==> src/rtl/patram_arbiter.sv <==
// Pattern-RAM read-port arbiter: grants one fetcher per cycle, registers the RAM address and
// tags each read so the returning word is steered back to its owner.
// Build option: define PATRAM_ARB_RR_EN for round-robin arbitration; otherwise fixed priority
// with the lowest index winning.
module patram_arbiter #(
   parameter int unsigned NUM_REQ    = 3,
   parameter int unsigned RD_LATENCY = 1
) (
   input  logic                  clk,
   input  logic                  rst_n,
   input  logic                  flush,
   input  logic [NUM_REQ-1:0]    req,
   input  logic [NUM_REQ*12-1:0] req_addr,
   output logic [NUM_REQ-1:0]    gnt,
   output logic [11:0]           patram_addr,
   input  logic [63:0]           patram_rddata,
   output logic [NUM_REQ-1:0]    rd_valid,
   output logic [63:0]           rd_data,
   output logic                  busy
);

   localparam int unsigned IdW   = (NUM_REQ > 1) ? $clog2(NUM_REQ) : 1;
   // Stage 0 lines up with patram_addr; the tail lines up with rddata.
   localparam int unsigned Depth = RD_LATENCY + 1;

   logic [NUM_REQ-1:0]          req_elig;
   logic                        grant_any;
   logic [IdW-1:0]              grant_id;
   logic [IdW-1:0]              cand;
   logic [11:0]                 addr_q, addr_d;
   logic [Depth-1:0]            vld_q, vld_d;
   logic [Depth-1:0][IdW-1:0]   id_q, id_d;

   // Reset gates the request so gnt drops as soon as rst_n falls, not at the next edge.
   assign req_elig = req & ~{NUM_REQ{flush}} & {NUM_REQ{rst_n}};

`ifdef PATRAM_ARB_RR_EN
   logic [IdW-1:0] ptr_q, ptr_d;

   // Round-robin search starting at the pointer.
   always_comb begin
      grant_any = 1'b0;
      grant_id  = '0;
      cand      = '0;
      for (int unsigned k = 0; k < NUM_REQ; k++) begin
         cand = IdW'((32'(ptr_q) + k) % NUM_REQ);
         if (!grant_any && req_elig[cand]) begin
            grant_any = 1'b1;
            grant_id  = cand;
         end
      end
   end

   // Pointer moves past the winner; it holds when nothing is granted.
   always_comb begin
      ptr_d = ptr_q;
      if (grant_any) begin
         ptr_d = (grant_id == IdW'(NUM_REQ - 1)) ? '0 : grant_id + 1'b1;
      end
   end

   // Round-robin pointer register.
   always_ff @(posedge clk or negedge rst_n) begin
      if (!rst_n) begin
         ptr_q <= '0;
      end else begin
         ptr_q <= ptr_d;
      end
   end
`else
   // Fixed priority: lowest index wins.
   always_comb begin
      grant_any = 1'b0;
      grant_id  = '0;
      cand      = '0;
      for (int unsigned k = 0; k < NUM_REQ; k++) begin
         cand = IdW'(k);
         if (!grant_any && req_elig[cand]) begin
            grant_any = 1'b1;
            grant_id  = cand;
         end
      end
   end
`endif

   // One-hot grant from the winning index.
   always_comb begin
      gnt = '0;
      if (grant_any) begin
         gnt[grant_id] = 1'b1;
      end
   end

   // Next address and tag pipeline; flush kills everything already in flight.
   always_comb begin
      vld_d    = '0;
      id_d     = id_q;
      vld_d[0] = grant_any;
      id_d[0]  = grant_id;
      for (int unsigned s = 1; s < Depth; s++) begin
         vld_d[s] = vld_q[s-1] & ~flush;
         id_d[s]  = id_q[s-1];
      end
      addr_d = grant_any ? req_addr[32'(grant_id)*12 +: 12] : addr_q;
   end

   // Address and tag registers.
   always_ff @(posedge clk or negedge rst_n) begin
      if (!rst_n) begin
         addr_q <= '0;
         vld_q  <= '0;
         id_q   <= '0;
      end else begin
         addr_q <= addr_d;
         vld_q  <= vld_d;
         id_q   <= id_d;
      end
   end

   // Steer the returning word to the owner recorded at the tail.
   always_comb begin
      rd_valid = '0;
      if (vld_q[Depth-1]) begin
         rd_valid[id_q[Depth-1]] = 1'b1;
      end
   end

   assign patram_addr = addr_q;
   assign rd_data     = patram_rddata;
   assign busy        = |vld_q;

endmodule

==> config.mk <==
export PLATFORM = sky130hd
export DESIGN_NAME = patram_arbiter
export DESIGN_NICKNAME = d
export VERILOG_FILES = /design/src/rtl/patram_arbiter.sv
export SDC_FILE = /design/constraint.sdc
export NUM_CORES = 1
export LEC_CHECK = 0
export CORE_AREA = 3 3 80 82
export CTS_CLUSTER_SIZE = 8
export DETAILED_ROUTE_END_ITERATION = 12
export DIE_AREA = 0 0 83 85
export GPL_ROUTABILITY_DRIVEN = 0
export PLACE_DENSITY = 0.79
export SYNTH_ARGS = -nofsm -noshare
export SYNTH_HDL_FRONTEND = slang
export SYNTH_SLANG_ARGS = --single-unit
export TNS_END_PERCENT = 1
==> constraint.sdc <==
create_clock -name clk -period 2 [get_ports clk]
set_input_delay 0.5 -clock clk [delete_from_list [all_inputs] [get_ports clk]]
set_output_delay 0.5 -clock clk [all_outputs]
set_load 0.05 [all_outputs]
Word level (Yosys, flattened, before mapping)

Index checks and enable logic that the tools add are counted.

Bits in registers: 18
Bits in latches: 0
RAM bits: 0
Memory bits (read-only): 0
Input bits: 106
Output and inout port bits: 83
Logic and storage cells: 33
Memories: 0

Add/sub/neg operators: 0
Multiply operators: 1
Div/mod/pow operators: 0
Magnitude comparators: 4
Equality and inequality tests: 0
Shifts and indexed selects: 1
Muxes and demuxes: 11
Bitwise logic cells: 5
Reductions and logical operators: 7

Operators by type and width:

| operator            | count |
|---|---|
| $shiftx 36x7->12    | 1 |
| $and 3x3->3         | 2 |
| $lt 2x3->1 const B  | 2 |
| $mux 1              | 6 |
| $mux 3              | 2 |
| $demux 1 s2         | 2 |
| $ge 2x1->1 const B  | 2 |
| $logic_and 1x1->1   | 4 |
| $mul 2x2->4 const B | 1 |
| $not 3->3           | 1 |
| $logic_not 1->1     | 2 |
| $mux 2              | 1 |
| $reduce_or 2->1     | 1 |
| $and 1x1->1         | 1 |
| $not 1->1           | 1 |

Logic depth before layout (Yosys ltp)

Depth after elaboration: 15
Depth in mapped cells: 5
Mapped depth without buffers: 3

Worst setup path before layout

No wires, ideal clock.

Kind: reg-to-output
From: reg id_q[3] (netlist name)
To: out rd_valid[0]
Data arrival time: 1532 ps
Data required time: 1500 ps
Path slack: -32 ps
Stages on the path, launching flop included: 2
Cells stage by stage: dfrtp_1 > nor3b_1

Cells in the longest elaborated chain, start to end: 5

RTL lines:

| what                                                                  | line | source |
|---|---|---|
| start, declared                                                       | 32   | `logic [Depth-1:0][IdW-1:0] id_q, id_d;` |
| start signal, assigned                                                | 116  | `id_q <= id_d;` |
| $lt 2x3->1 (implied by the code) / $ge 2x1->1 (equally long branches) | 124  | `rd_valid[id_q[Depth-1]] = 1'b1;` |
| $logic_and 1x1->1 (implied by the code)                               | 124  |  |
| $mux 1 (implied by the code)                                          | 124  |  |
| $demux 1 s2 *                                                         | 124  |  |
| $mux 3 *                                                              | 123  | `if (vld_q[Depth-1]) begin` |
| end, declared                                                         | 17   | `output logic [NUM_REQ-1:0] rd_valid,` |

Every way passes the cells marked *; elsewhere a longest branch is shown, timed or not.

Worst setup path in the final report

From: reg addr_q[8], in the netlist patram_addr[8]
To: out patram_addr[8]

RTL lines:

| what                   | line | source |
|---|---|---|
| start, declared        | 30   | `logic [11:0] addr_q, addr_d;` |
| start signal, assigned | 114  | `addr_q <= addr_d;` |
| end, declared          | 15   | `output logic [11:0] patram_addr,` |

No word-level cell between the ends.

==> summary.md <==
| Metric | Value |
|---|---|
| Max Fclk | around 520 MHz |
| Core Rows | 28 |
| H-tree depth | 1 |
| Post-synth top flop | dfrtp_1 |
| Yosys reg bits | 18 |
| Post-synth EDFFs | 0 |
| Initial antenna violation count | 0 |
| Post-synth top area cell | buf_4 |
| Worst Path Buf+Inv | 1 |
| Post-route ant nets | 0 |
| Commonest cells in the netlist | 65 x buf_4, 18 x dfrtp_1, 13 x nor2b_1, 13 x nor3b_1, 12 x o21ai_0 |
| Synth top area cells | buf_4 34%, dfrtp_1 31%, o221a_1 7.1% |
| RSZ-0062 raised after global routing | false |
| Hold Violations, Final | 0 |
| Status | completed |
| Met2 usage | 0.144 |
| Distinct cells, synth | 18 |
| Post-Syn Instances | 151 |
| Post-Synth XOR/XNOR Area | 0 |
| Final setup viols | 0 |
| Total die area | 7060 um^2 |
| Count leader, synth | buf_4 |
| Met1 usage | 0.0933 |
| Vias in the first global route | 1,073 |
| Crit-path max cell delay | 800 ps |
| IO buf count | 60 |
| CP arrival | approximately 1400 ps |
| Setup CP Type | reg2out |
| Iter 0 DRT Violations | 11 |
| Final Util | 0.295 |
| Share of layout cells above drive strength 1 | 0.250 |
| Fill cell count | around 600 |
| Area after DPL | approximately 1700 um^2 |
| Diode count | 0 |
| Number of nets in the layout | about 260 |
| Hold WS | about 350 ps |
| Ports | 189 |
| Final wirelength | roughly 3200 um |
| DR WL/cell | approximately 14 um |
| Synth async-reset ratio | 1.00 |
| Crit-path max FO | 2 |
| Post-layout min period | 1920 ps |
| Total CTS buffers | 3 |
| LEAKAGE | 0.000696 uW |
| Worst IR drop on VDD | roughly 0.00032 V |
| Yosys top cell area share | 0.341 |
| Slew Limit Headroom | 0.666 |
| Largest net degree at the start of global routing | 19 |
| Warnings from Yosys | 0 |
| CTS root buf | clkbuf_8 |
| Core ar. | 5820 um^2 |
| GRT overflow | 0 |
| Setup Skew | 0.565 ps |
| PwrDens | 674 nW/um^2 |
| Delay-heaviest family, CP | buffers and inverters |
| Reg2reg setup slack | 1270 ps |
| Slew Viols, Final | 0 |
| CTS Buffer Depth | 2 |
| Layout area overhead | 19.9% |
| Die width | about 83 um |
| Routed vias | 966 |
| Compound-Gate Fraction of Synth Area | 0.143 |
| Seq/Total Area, Yosys | 0.315 |
| Crit path max-delay cell type | clkdlybuf4s50_1 |
| GRT Max-Usage Layer | met2 |
| DRC | 0 |
| DRT Pass-1 Iters | 4 |
| Starting density of the core | 0.246 |
| Clk slew on worst S/H paths | 70 ps |
| Skew-Pair Late Insertion Delay | 250 ps |
| Mapped Area | 1430 um^2 |
| Adder-cell area share of the yosys netlist | 0 |
| Post-Synth Simple-Gate Area | 0.164 |
| Final Cycle Share | 0.960 |
| Max_cap viols | 0 |
| Worst path cell trace | clkdlybuf4s50_1 |
| Multiplexer area fraction after synthesis | 0 |
| Largest family of logic cells by synthesized area | buffers and inverters |
| Worst hold path type | in2async |
| Worst Setup Start Kind | flop |
| Num Clock Sinks | 18 |
| HPWL after detailed placement | between 2000 and 3000 um |
| Least-Margin Pin Slew | 500 ps |
| Endpoint type of the worst setup path | primary output |
| First-pass GRT wire length | between 5000 and 6000 um |
| TritonCTS clock tree | done |
| Syn_nets | between 200 and 300 |
| Pwr Total | 1160 uW |
| Routing usage on met3 | 0.0437 |
| GRT Resource Usage Total | 0.0873 |
| Mean Syn Cell Area | 9.47 um^2 |
| Via density | around 4.3 |
| Design Area, Final | about 1700 um^2 |
| Critical Path RT | 1500 ps |
| Die H | around 85 um |
==> worst paths after layout <==
| check | end | start | cells past startpoint |
|---|---|---|---|
| min in group clk | id_q[2] | id_d[2] | 0 |
| worst max-delay path | patram_addr[8] | patram_addr[8] | 1 |
| worst min register to register | id_q[2] | id_d[2] | 0 |
| worst min-delay path | patram_addr[8] | rst_n | 2 |
| worst max register to register | patram_addr[5] | patram_addr[5] | 1 |
| max in group asynchronous | vld_q[1] | rst_n | 2 |
==> cells in the final DEF, fill, tap and decap left out <==
master / n
clkdlybuf4s50_1: 39
buf_4: 23
dfrtp_1: 18
nor2b_1: 13
nor3b_1: 12
o21ai_0: 12
o221a_1: 9
clkbuf_8: 4
dlygate4sd2_1: 4
o221a_2: 3
buf_12: 3
and3b_1: 2
nor2_1: 1
nor2b_4: 1
nand3_1: 1
inv_1: 1
and3b_2: 1
nor3b_2: 1
o31a_1: 1
and2_1: 1
or2_2: 1
inv_2: 1
==> area by class of cell <==
class                   instances  area (um^2)  area share
multi-input cells              59          450       0.263
clock buffers                   4         55.1      0.0321
well taps                      75         93.8      0.0547
inverters                       2         7.51     0.00438
flip-flops and latches         18          450       0.263
repair buffers                 69          658       0.384
==> cell families (layout without fill, tap and decap cells) <==
logic type / count (synthesis) / count (layout)
simple gates: 34 / 34
flops: 18 / 18
compound gates: 25 / 25
buf+inv: 74 / 75
==> power breakdown <==
group / internal [uW] / switching, uW / total [uW]
Sequential: 408 / 28.0 / 436
Combinational: 191 / 238 / 430
Clock: 175 / 116 / 291
Total: 774 / 383 / 1160
==> layer usage <==
| metal | up-vias | part of all wire | wire length [um] |
|---|---|---|---|
| met2 | 47 | 0.48 | 1550 |
| met1 | 461 | 0.40 | 1300 |
| met4 | 0 | 0.011 | 37 |
| li1 | 450 | - | - |
| met3 | 8 | 0.11 | 357 |
| met5 | - | 0 | 0 |
==> stage by stage <==
step                      setup WS [ps]  instances  setup TNS [ps]
after floorplan                     128        151               0
after global placement             -122        223           -1560
after detailed placement           -146        223           -1920
after CTS                          75.1        227               0
after global routing               34.9        227               0
final                              80.0        227               0
==> what timing repair did <==
action | 4_1_cts | 5_1_grt
endpoints found under the setup margin | 3 | 0
resized for setup | 7 | 0
hold buffers | 0 | 0
setup buffers | 0 | 0
==> flip-flops by register name, indices dropped and copies added (netlist names) <==
name and flops:
patram_addr 12, id_d 2, id_q 2, vld_q 2
No activity file was read; power rests on OpenSTA's default activity.
